==> src/rtl/sync_fifo_pkg.sv <==
// rtl/sync_fifo_pkg.sv - shared defaults and width helper for sync_fifo
package sync_fifo_pkg;

  localparam int DEFAULT_DATA_WIDTH = 8;
  localparam int DEFAULT_ADDR_WIDTH = 2;

  // The count register holds 0..DEPTH inclusive, so it needs one bit more than a pointer.
  localparam int COUNT_EXTRA_BITS = 1;

  function automatic int count_width(input int addr_width);
    return addr_width + COUNT_EXTRA_BITS;
  endfunction

endpackage

==> src/rtl/sync_fifo_mem.sv <==
// rtl/sync_fifo_mem.sv - FIFO storage array, one synchronous write port and one asynchronous read port
module sync_fifo_mem
  import sync_fifo_pkg::*;
#(
  parameter int DATA_WIDTH = DEFAULT_DATA_WIDTH,
  parameter int ADDR_WIDTH = DEFAULT_ADDR_WIDTH
) (
  input  logic                  clk,
  input  logic                  we,
  input  logic [ADDR_WIDTH-1:0] waddr,
  input  logic [DATA_WIDTH-1:0] wdata,
  input  logic [ADDR_WIDTH-1:0] raddr,
  output logic [DATA_WIDTH-1:0] rdata
);

  logic [DATA_WIDTH-1:0] mem_q [2**ADDR_WIDTH];

  // Storage is intentionally not reset; validity is tracked by the count in the parent.
  always_ff @(posedge clk) begin
    if (we) begin
      mem_q[waddr] <= wdata;
    end
  end

  assign rdata = mem_q[raddr];

endmodule

==> src/rtl/sync_fifo.sv <==
// rtl/sync_fifo.sv - parametrised first-word-fall-through FIFO; SYNC_FIFO_ERR_FLAGS_EN adds sticky overflow/underflow
module sync_fifo
  import sync_fifo_pkg::*;
#(
  parameter int DATA_WIDTH = DEFAULT_DATA_WIDTH,
  parameter int ADDR_WIDTH = DEFAULT_ADDR_WIDTH,
  parameter int AF_THRESH  = (2**ADDR_WIDTH) - 1,
  parameter int AE_THRESH  = 1
) (
  input  logic                              clk,
  input  logic                              rst,
  input  logic                              push,
  input  logic [DATA_WIDTH-1:0]             w_data,
  input  logic                              pop,
  output logic [DATA_WIDTH-1:0]             r_data,
  output logic                              full,
  output logic                              empty,
  output logic                              almost_full,
  output logic                              almost_empty,
  output logic [count_width(ADDR_WIDTH)-1:0] count
`ifdef SYNC_FIFO_ERR_FLAGS_EN
  ,
  output logic                              overflow,
  output logic                              underflow
`endif
);

  localparam int CW = count_width(ADDR_WIDTH);
  localparam logic [CW-1:0] DEPTH_C = CW'(2**ADDR_WIDTH);
  localparam logic [CW-1:0] AF_C    = CW'(AF_THRESH);
  localparam logic [CW-1:0] AE_C    = CW'(AE_THRESH);

  logic [ADDR_WIDTH-1:0] w_ptr_q, w_ptr_d;
  logic [ADDR_WIDTH-1:0] r_ptr_q, r_ptr_d;
  logic [CW-1:0]         count_q, count_d;
  logic                  push_ok, pop_ok;

  // Status is decoded from registered count only, so it never follows the inputs combinationally.
  assign full         = (count_q == DEPTH_C);
  assign empty        = (count_q == '0);
  assign almost_full  = (count_q >= AF_C);
  assign almost_empty = (count_q <= AE_C);
  assign count        = count_q;

  assign push_ok = push & (~full | pop);
  assign pop_ok  = pop & ~empty;

  always_comb begin
    w_ptr_d = w_ptr_q;
    r_ptr_d = r_ptr_q;
    count_d = count_q;
    if (push_ok) w_ptr_d = w_ptr_q + ADDR_WIDTH'(1);
    if (pop_ok)  r_ptr_d = r_ptr_q + ADDR_WIDTH'(1);
    case ({push_ok, pop_ok})
      2'b10:   count_d = count_q + CW'(1);
      2'b01:   count_d = count_q - CW'(1);
      default: count_d = count_q;
    endcase
  end

  always_ff @(posedge clk) begin
    if (rst) begin
      w_ptr_q <= '0;
      r_ptr_q <= '0;
      count_q <= '0;
    end else begin
      w_ptr_q <= w_ptr_d;
      r_ptr_q <= r_ptr_d;
      count_q <= count_d;
    end
  end

`ifdef SYNC_FIFO_ERR_FLAGS_EN
  logic overflow_q, overflow_d;
  logic underflow_q, underflow_d;

  always_comb begin
    overflow_d  = overflow_q | (push & full & ~pop);
    underflow_d = underflow_q | (pop & empty);
  end

  always_ff @(posedge clk) begin
    if (rst) begin
      overflow_q  <= 1'b0;
      underflow_q <= 1'b0;
    end else begin
      overflow_q  <= overflow_d;
      underflow_q <= underflow_d;
    end
  end

  assign overflow  = overflow_q;
  assign underflow = underflow_q;
`endif

  sync_fifo_mem #(
    .DATA_WIDTH(DATA_WIDTH),
    .ADDR_WIDTH(ADDR_WIDTH)
  ) u_mem (
    .clk  (clk),
    .we   (push_ok),
    .waddr(w_ptr_q),
    .wdata(w_data),
    .raddr(r_ptr_q),
    .rdata(r_data)
  );

endmodule

==> config.mk <==
export PLATFORM = sky130hd
export DESIGN_NAME = sync_fifo
export DESIGN_NICKNAME = d
export VERILOG_FILES = /design/src/rtl/sync_fifo_pkg.sv /design/src/rtl/sync_fifo_mem.sv /design/src/rtl/sync_fifo.sv
export SDC_FILE = /design/constraint.sdc
export NUM_CORES = 1
export LEC_CHECK = 0
export CAP_MARGIN = 30
export CORE_MARGIN = 5
export CORE_UTILIZATION = 55
export CTS_CLUSTER_SIZE = 16
export DETAILED_ROUTE_END_ITERATION = 10
export PLACE_DENSITY = 0.89
export SLEW_MARGIN = 20
export SYNTH_ARGS = -nofsm -noshare
export SYNTH_HDL_FRONTEND = slang
export SYNTH_SLANG_ARGS = --single-unit
==> constraint.sdc <==
create_clock -name clk -period 3.15 [get_ports clk]
set_input_delay 0.315 -clock clk [delete_from_list [all_inputs] [get_ports clk]]
set_output_delay 0.315 -clock clk [all_outputs]
set_load 0.02 [all_outputs]
# After elaboration in Yosys (flattened, before gate mapping)
# Memories as Yosys holds them, arrays and structs flattened. A register that Yosys moved wholly into a read port is not among the register bits.
# Index checks and enable logic that the tools add are counted.
# Widths: inputs -> output; s select.
[totals]
n_memories = 1
ramBits = 32
out_inout_bits = 15
ff_bits = 7
[classes]
eq_ne = 3
n_mux = 5
n_addsub = 4
magnitude_cmp = 2
bitwise = 5
reduce_logical = 2
[mem_list]
columns = ["name", "words", "word_bits", "rd", "rd_ports_with_merged_regs", "write_ports", "line_no", "text"]
rows = [
  ["u_mem.mem_q", 4, 8, 1, 1, 1, "sync_fifo_mem.sv:16", "logic [DATA_WIDTH-1:0] mem_q [2**ADDR_WIDTH];"],
]
[ops]
columns = ["cell", "n"]
rows = [
  ["$pmux 3 s2", 1],
  ["$add 2x1->2 const B", 2],
  ["$mux 2", 2],
  ["$add 3x1->3 const B", 1],
  ["$eq 3x3->1 const B", 1],
  ["$ge 3x2->1 const B", 1],
  ["$le 3x1->1 const B", 1],
  ["$logic_not 3->1", 1],
  ["$sub 3x1->3 const B", 1],
  ["$and 1x1->1", 2],
  ["$eq 2x1->1 const B", 1],
  ["$eq 2x2->1 const B", 1],
  ["$mux 1", 2],
  ["$not 1->1", 2],
  ["$reduce_bool 2->1", 1],
  ["$or 1x1->1", 1],
]

# Logic depth before layout (Yosys ltp)
# Gate-level depths: netlist (run 1).
[logic_depth]
ltp_word = 6
mapped_depth = 9
ltp_nobuf = 9

# By module
# From an unflattened synthesis (run 1), not the netlist that was laid out.
[hier_totals]
hier_cells = 99
area_unflattened_um2 = 1644.1
[modules_own_cells]
columns = ["mod", "instances", "cells_each", "area_each_um2"]
rows = [
  ["sync_fifo_mem", 1, 46, 1188.6],
  ["sync_fifo", 1, 53, 455.4],
]

# Worst setup path before layout (run 1)
# Ideal clock, no wire load.
[synth_path]
path_kind = "register to register"
startpoint = "register count_q[0] (netlist: count[0])"
endpoint = "register count_q[2] (netlist: count[2])"
t_required_ps = 3058
path_buffers = 0
arrival_time_ps = 1704
synth_period_minus_slack_ps = 1796
path_stages_with_launch = 8
path_slack_ps = 1354
path_cell_list = "dfxtp_1 > inv_1 > ha_1 > nand2_2 > o21a_4 > inv_1 > ha_1 > o32ai_1"
[synth_between]
elab_chain_cells = 6
word_cells_on_any_way = 13
classes_between = "add/sub (2); eq/ne (3); mux (1); bitwise (5); reduce/logical (2)"
[synth_lines]
columns = ["element", "line_no", "text"]
rows = [
  ["from (decl)", "sync_fifo.sv:35", "logic [CW-1:0] count_q, count_d;"],
  ["from (signal assigned)", "sync_fifo.sv:69", "count_q <= count_d;"],
  ["$eq 3x3->1", "sync_fifo.sv:39", "assign full = (count_q == DEPTH_C);"],
  ["$not 1->1", "sync_fifo.sv:45", "assign push_ok = push & (~full | pop);"],
  ["$or 1x1->1", "sync_fifo.sv:45", ""],
  ["$and 1x1->1", "sync_fifo.sv:45", ""],
  ["$eq 2x1->1 or $eq 2x2->1 (tied branches)", "sync_fifo.sv:54", "case ({push_ok, pop_ok})"],
  ["$pmux 3 s2 or $reduce_bool 2->1 (tied branches)", "n/a", ""],
]
# Parallel ways exist; a longest one is shown, timed or not.
# A chain may end at the register's enable or synchronous reset.

==> flow_metrics.env, run 1 <==
export IMPL_run_status="complete, no violations"
export IMPL_crit_path_start_kind="flip-flop"
export IMPL_first_iter_violations=54
export IMPL_drt_pass1_iterations=4
export IMPL_grt_setup_unrepaired="no"
export IMPL_fmax_mhz=408
export IMPL_cts_sinks=41
export IMPL_relSlewSlack_pct=64.1
export IMPL_irDropWorstVdd_v=0.000642
export IMPL_n_fill_cell=206
export IMPL_comb_power_share_pct=36.1
export IMPL_holdBufCountCts=0
export IMPL_rr_worst_depth=9
export IMPL_cts_buffer_depth=2
export IMPL_final_setup_tns_ns=0
export IMPL_fin_area_um2=2100
export IMPL_place_congestion=0.792
export IMPL_synth_async_reset_ratio_pct=0
export IMPL_synthMuxAreaShare_pct=12.5
export IMPL_grt_max_degree=13
export IMPL_io_pins=27
export IMPL_tightest_slew_ns=0.538
export IMPL_skew_ns=0.0116
export IMPL_p_clk_share_pct=20.0
export IMPL_ant_nets=0
export IMPL_yosysSeqAreaShare_pct=66.0
export IMPL_synth_compound_area_share_pct=3.91
export IMPL_overflow=0
export IMPL_clk_latency_ns=0.34
export IMPL_cts_buffers=5
export IMPL_min_path_cells=2
export IMPL_dieWidth_um=66.1
export IMPL_dieArea_um2=4360
export IMPL_switching_share_pct=31.5
export IMPL_synth_nets=129
export IMPL_routed_wl_um=2820
export IMPL_critPathArrivalTime_ns=2.14
export IMPL_netlist_area_um2=1730
export IMPL_viasPerCell=5.03
export IMPL_p_sw_mw=0.503
export IMPL_cts_root_buf="clkbuf_4"
export IMPL_synth_edff_count=32
export IMPL_grt_usage_pct=15.0
export IMPL_n_antenna_cell=0
export IMPL_cts_tree="yes"
export IMPL_h_tree_depth=2
export IMPL_cp_max_fo=8
export IMPL_clk_pin_slew_worst_paths_ns=0.10
export IMPL_synth_flop_cell="edfxtp_1"
export IMPL_grt_antenna_before_repair=0
export IMPL_total_leakage_power_nw=0.755
export IMPL_ys_seq_elements=41
export IMPL_finish_utilization_pct=69.5
export IMPL_critical_path_endpoint_type="output pin"
export IMPL_rows=20
export IMPL_maxCapViolCount=0
export IMPL_period_share_pct=77.9
export IMPL_path_class="reg -> out"
export IMPL_powerDensity_nw_per_um2=760
export IMPL_finalHoldViolCount=0
export IMPL_synth_top_family_by_area="multiplexers"
export IMPL_avgSynthCellArea_um2=16.1
export IMPL_port_buffers=26
export IMPL_post_drt_wl_per_cell_um=15.6
export IMPL_dr_total_vias=911
export IMPL_synth_fa_ha_area_share_pct=7.24
export IMPL_core_region_area_um2=3030
export IMPL_hold_class="reg -> reg"
export IMPL_synthXorXnorAreaFrac_pct=1.01
export IMPL_netlist_cell_type_count=26
export IMPL_die_y_um=66.1
export IMPL_pre_cts_ws_ns=1.03
export IMPL_post_cts_buffers=0
export IMPL_fin_ws_ns=0.696
export IMPL_seq_power_share_pct=43.9
export IMPL_hpwl_um=2030
export IMPL_drv_slew=0
export IMPL_yosys_warnings=0
export IMPL_required_ns=2.83
export IMPL_synthSimpleGateAreaFrac_pct=6.59
export IMPL_period_minus_slack_ns=2.45
export IMPL_internal_power_mw=1.10
export IMPL_nNetsFinal=159
export IMPL_floorplan_initialDensity_pct=57.1
export IMPL_cts_repair_resized=0
export IMPL_synth_cells=107
export IMPL_drive_gt1_share_pct=14.6
export IMPL_drc=0
export IMPL_area_delta_synth_final_pct=21.7
export IMPL_place_area_um2=2030
export IMPL_grt_pass1_wl_um=4640
export IMPL_grt_pass1_vias=944
export IMPL_setup_viol=0
[per-layer routing]
| layer | up-vias | wire, µm | track usage, % |
|---|---|---|---|
| met2 | 26 | 1440 | 25.2 |
| li1 | 450 | - | - |
| met1 | 431 | 1200 | 17.9 |
| met3 | 4 | 144 | 5.44 |
| met5 | - | 0 | 0 |
| met4 | 0 | 40 | 4.57 |
[cell usage in the layout, fill, tap and decap left out, types with 2 or more instances in the layout]
cell type / instances
nand2b_1: 2
edfxtp_1: 32
clkbuf_4: 5
and2_1: 4
a21oi_1: 4
o21ai_0: 2
nor2_1: 9
clkdlybuf4s50_1: 26
dfxtp_1: 9
mux4_2: 8
ha_1: 10
inv_1: 9
xor2_1: 2
[cell usage after synthesis (all sizes together), types with 2 or more instances]
| library cell | count | area share (%) |
|---|---|---|
| a21oi | 4 | 1.2 |
| and2 | 4 | 1.4 |
| clkbuf | 2 | 0.43 |
| dfxtp | 9 | 10 |
| edfxtp | 32 | 56 |
| ha | 10 | 7.2 |
| inv | 9 | 2.0 |
| mux2 | 2 | 1.5 |
| mux4 | 8 | 10 |
| nand2b | 2 | 0.72 |
| nor2 | 9 | 2.0 |
| nor2b | 2 | 0.87 |
| o21ai | 2 | 0.58 |
| xor2 | 2 | 1.0 |
[cell type report]
cell class | instances | area [µm²] | area share [%]
multi-input combinational | 54 | 541 | 25.7
clock inverter | 2 | 35.0 | 1.67
tap | 44 | 55.1 | 2.62
timing repair buffer | 26 | 260 | 12.4
clock buffer | 5 | 37.5 | 1.78
sequential | 41 | 1140 | 54.3
inverter | 9 | 33.8 | 1.61
[registers in the layout, summed over array words and instances (netlist names), named ones only]
| register | count |
|---|---|
| r_ptr_q | 2 |
| u_mem.mem_q | 32 |
| count | 3 |
| w_ptr_q | 2 |
[final timing paths]
check | startpoint | slack (ns) | to
max reg2reg | count[0] | 1.31 | count[1]
min reg2reg | w_ptr_q[1] | 0.53 | w_ptr_q[1]
min | w_ptr_q[1] | 0.53 | w_ptr_q[1]
max | flip-flop | 0.70 | r_data[2]
[critical path, stage by stage (launching register included)]
cell             delay, ns
dfxtp_1               0.67
mux4_2                0.57
clkdlybuf4s50_1       0.56
[logic make-up after synthesis]
group | count (synthesis)
fa+ha+maj | 10
xor+xnor | 2
mux | 11
simple gates | 21
flops | 41
compound gates | 10
buf+inv | 12
[power groups by stage]
stage               Combinational (mW)  Sequential [mW]  Clock (mW)
detailed placement               0.575            0.716           0
finish                           0.577            0.702       0.319
global route                     0.626            0.715       0.352
CTS                              0.582            0.703       0.326
floorplan                        0.361            0.700           0
global placement                 0.559            0.711           0
[through the flow]
| step | power, mW | instances | hold slack, ns |
|---|---|---|---|
| detailed placement | 1.29 | 174 | 0.520 |
| global route | 1.69 | 181 | 0.566 |
| finish | 1.60 | 181 | 0.529 |
| global placement | 1.27 | 174 | 0.497 |
| CTS | 1.61 | 181 | 0.534 |
| floorplan | 1.06 | 107 | 0.414 |
Power figures use the tool's default switching activity.
==> run 2, diff against run 1 <==
--- a/config.mk
+++ b/config.mk
@@ -7,10 +7,10 @@
 export LEC_CHECK = 0
 export CAP_MARGIN = 30
 export CORE_MARGIN = 5
-export CORE_UTILIZATION = 55
+export CORE_UTILIZATION = 47
 export CTS_CLUSTER_SIZE = 16
 export DETAILED_ROUTE_END_ITERATION = 10
-export PLACE_DENSITY = 0.89
+export PLACE_DENSITY = 0.82
 export SLEW_MARGIN = 20
 export SYNTH_ARGS = -nofsm -noshare
 export SYNTH_HDL_FRONTEND = slang
==> constraint.sdc (replaced) <==
create_clock -name clk -period 2.2 [get_ports clk]
set_input_delay 0.22 -clock clk [delete_from_list [all_inputs] [get_ports clk]]
set_output_delay 0.22 -clock clk [all_outputs]
set_load 0.02 [all_outputs]
==> flow_metrics.env, run 2 (synthesis gave the netlist of run 1 again) <==
export IMPL_run_status="complete, no violations"
export IMPL_cts_sinks=41
export IMPL_cts_buffers=5
export IMPL_h_tree_depth=2
export IMPL_pre_cts_ws_ns=0.342
export IMPL_rows=22
export IMPL_cts_root_buf="clkbuf_8"
export IMPL_grt_antenna_before_repair=0
export IMPL_critical_path_endpoint_type="output pin"
export IMPL_grt_max_degree=13
export IMPL_cts_tree="yes"
export IMPL_drv_slew=0
export IMPL_clk_pin_slew_worst_paths_ns=0.07
export IMPL_crit_slowest_cell="clkdlybuf4s50_1"
export IMPL_area_delta_synth_final_pct=24.1
export IMPL_drt_pass1_iterations=4
export IMPL_overflow=0
export IMPL_grt_pass1_wl_um=4820
export IMPL_setup_viol=0
export IMPL_io_pins=27
export IMPL_grt_usage_pct=12.8
export IMPL_relSlewSlack_pct=69.0
export IMPL_ant_nets=0
export IMPL_hpwl_um=2060
export IMPL_drc=0
export IMPL_fmax_mhz=476
export IMPL_crit_family="buffers and inverters"
export IMPL_first_iter_violations=78
export IMPL_critPathArrivalTime_ns=1.88
export IMPL_cts_buffer_depth=2
export IMPL_n_antenna_cell=0
export IMPL_viasPerCell=4.88
export IMPL_critPathBufInv=2
export IMPL_largest_register_ffs=32
export IMPL_path_cells="inv_1 > ha_1 > nor2b_2 > clkdlybuf4s50_1"
export IMPL_drive_gt1_share_pct=15.8
export IMPL_fin_ws_ns=0.0994
export IMPL_routed_wl_um=2890
export IMPL_place_area_um2=2040
export IMPL_die_y_um=70.6
export IMPL_post_drt_wl_per_cell_um=15.5
export IMPL_grt_pass1_vias=1021
export IMPL_slowest_delay_ns=0.65
export IMPL_period_share_pct=95.5
export IMPL_required_ns=1.98
export IMPL_finalHoldViolCount=0
export IMPL_total_leakage_power_nw=0.828
export IMPL_crit_path_start_kind="flip-flop"
export IMPL_layout_commonest_cell="edfxtp_1"
export IMPL_final_cell_mix="32 x edfxtp_1, 19 x clkdlybuf4s50_1, 10 x ha_1"
export IMPL_period_minus_slack_ns=2.10
export IMPL_cp_max_fo=6
export IMPL_port_buffers=26
export IMPL_irDropWorstVdd_v=0.000590
export IMPL_core_region_area_um2=3610
export IMPL_dieArea_um2=4990
export IMPL_dr_total_vias=913
export IMPL_skew_ns=0.00508
export IMPL_powerDensity_nw_per_um2=1070
export IMPL_hold_class="reg -> reg"
export IMPL_tightest_slew_ns=0.465
export IMPL_path_class="reg -> out"
export IMPL_maxCapViolCount=0
export IMPL_regMostFlops="u_mem.mem_q"
export IMPL_clk_latency_ns=0.29
export IMPL_dieWidth_um=70.6
export IMPL_finish_utilization_pct=59.5
export IMPL_fin_area_um2=2140
export IMPL_place_congestion=0.752
export IMPL_nNetsFinal=160
export IMPL_floorplan_initialDensity_pct=47.9
export IMPL_final_setup_tns_ns=0
-- run 2: final timing paths --
path               from          to  slack, ns  cells past startpoint
min          w_ptr_q[1]  w_ptr_q[1]       0.52                      2
min reg2reg  w_ptr_q[1]  w_ptr_q[1]       0.52                      2
max            count[1]       empty        0.1                      4
max reg2reg    count[0]    count[2]       0.36                      7
-- run 2: final cells by class --
class	count	area [µm²]
clock inverters	2	10.0
multi-input cells	54	541
repair buffers	27	285
inverters	9	33.8
clock buffers	6	72.6
fillers	281	1460
flip-flops and latches	41	1140
well taps	48	60.1
-- run 2: through the flow --
step	power (mW)	cells	hold slack (ns)
3_5_place_dp	1.87	179	0.517
3_3_place_gp	1.84	179	0.498
6_report	2.29	187	0.524
5_1_grt	2.43	187	0.554
2_1_floorplan	1.52	107	0.319
4_1_cts	2.33	187	0.537
-- run 2: power breakdown --
part	total [mW]	internal [mW]	switching, mW	leakage, nW
registers	0.982	0.922	0.0600	0.368
logic	0.848	0.418	0.430	0.415
clock network	0.463	0.220	0.243	0.0450
total	2.29	1.56	0.734	0.828
-- run 2: layer usage --
| layer | track usage, % | share of wire [%] | vias to the layer above |
|---|---|---|---|
| met1 | 14.3 | 42 | 430 |
| met2 | 22.8 | 51 | 22 |
| met3 | 3.69 | 4.5 | 7 |
| met5 | 0 | 0 | - |
| li1 | - | - | 454 |
| met4 | 5.64 | 2.0 | 0 |
-- run 2: worst min-delay path: cells and delay by family (launching register included) --
kind	cells	cell delay, ns
DFF	1	0.34
and+or+nand+nor	1	0.08
muxes	1	0.06
-- run 2: repair_timing --
item / 4_1_cts / 5_1_grt
setup buffers: 0 / 0
setup endpoints to repair: 0 / 8
resized for setup: 0 / 8
hold buffers: 0 / 0
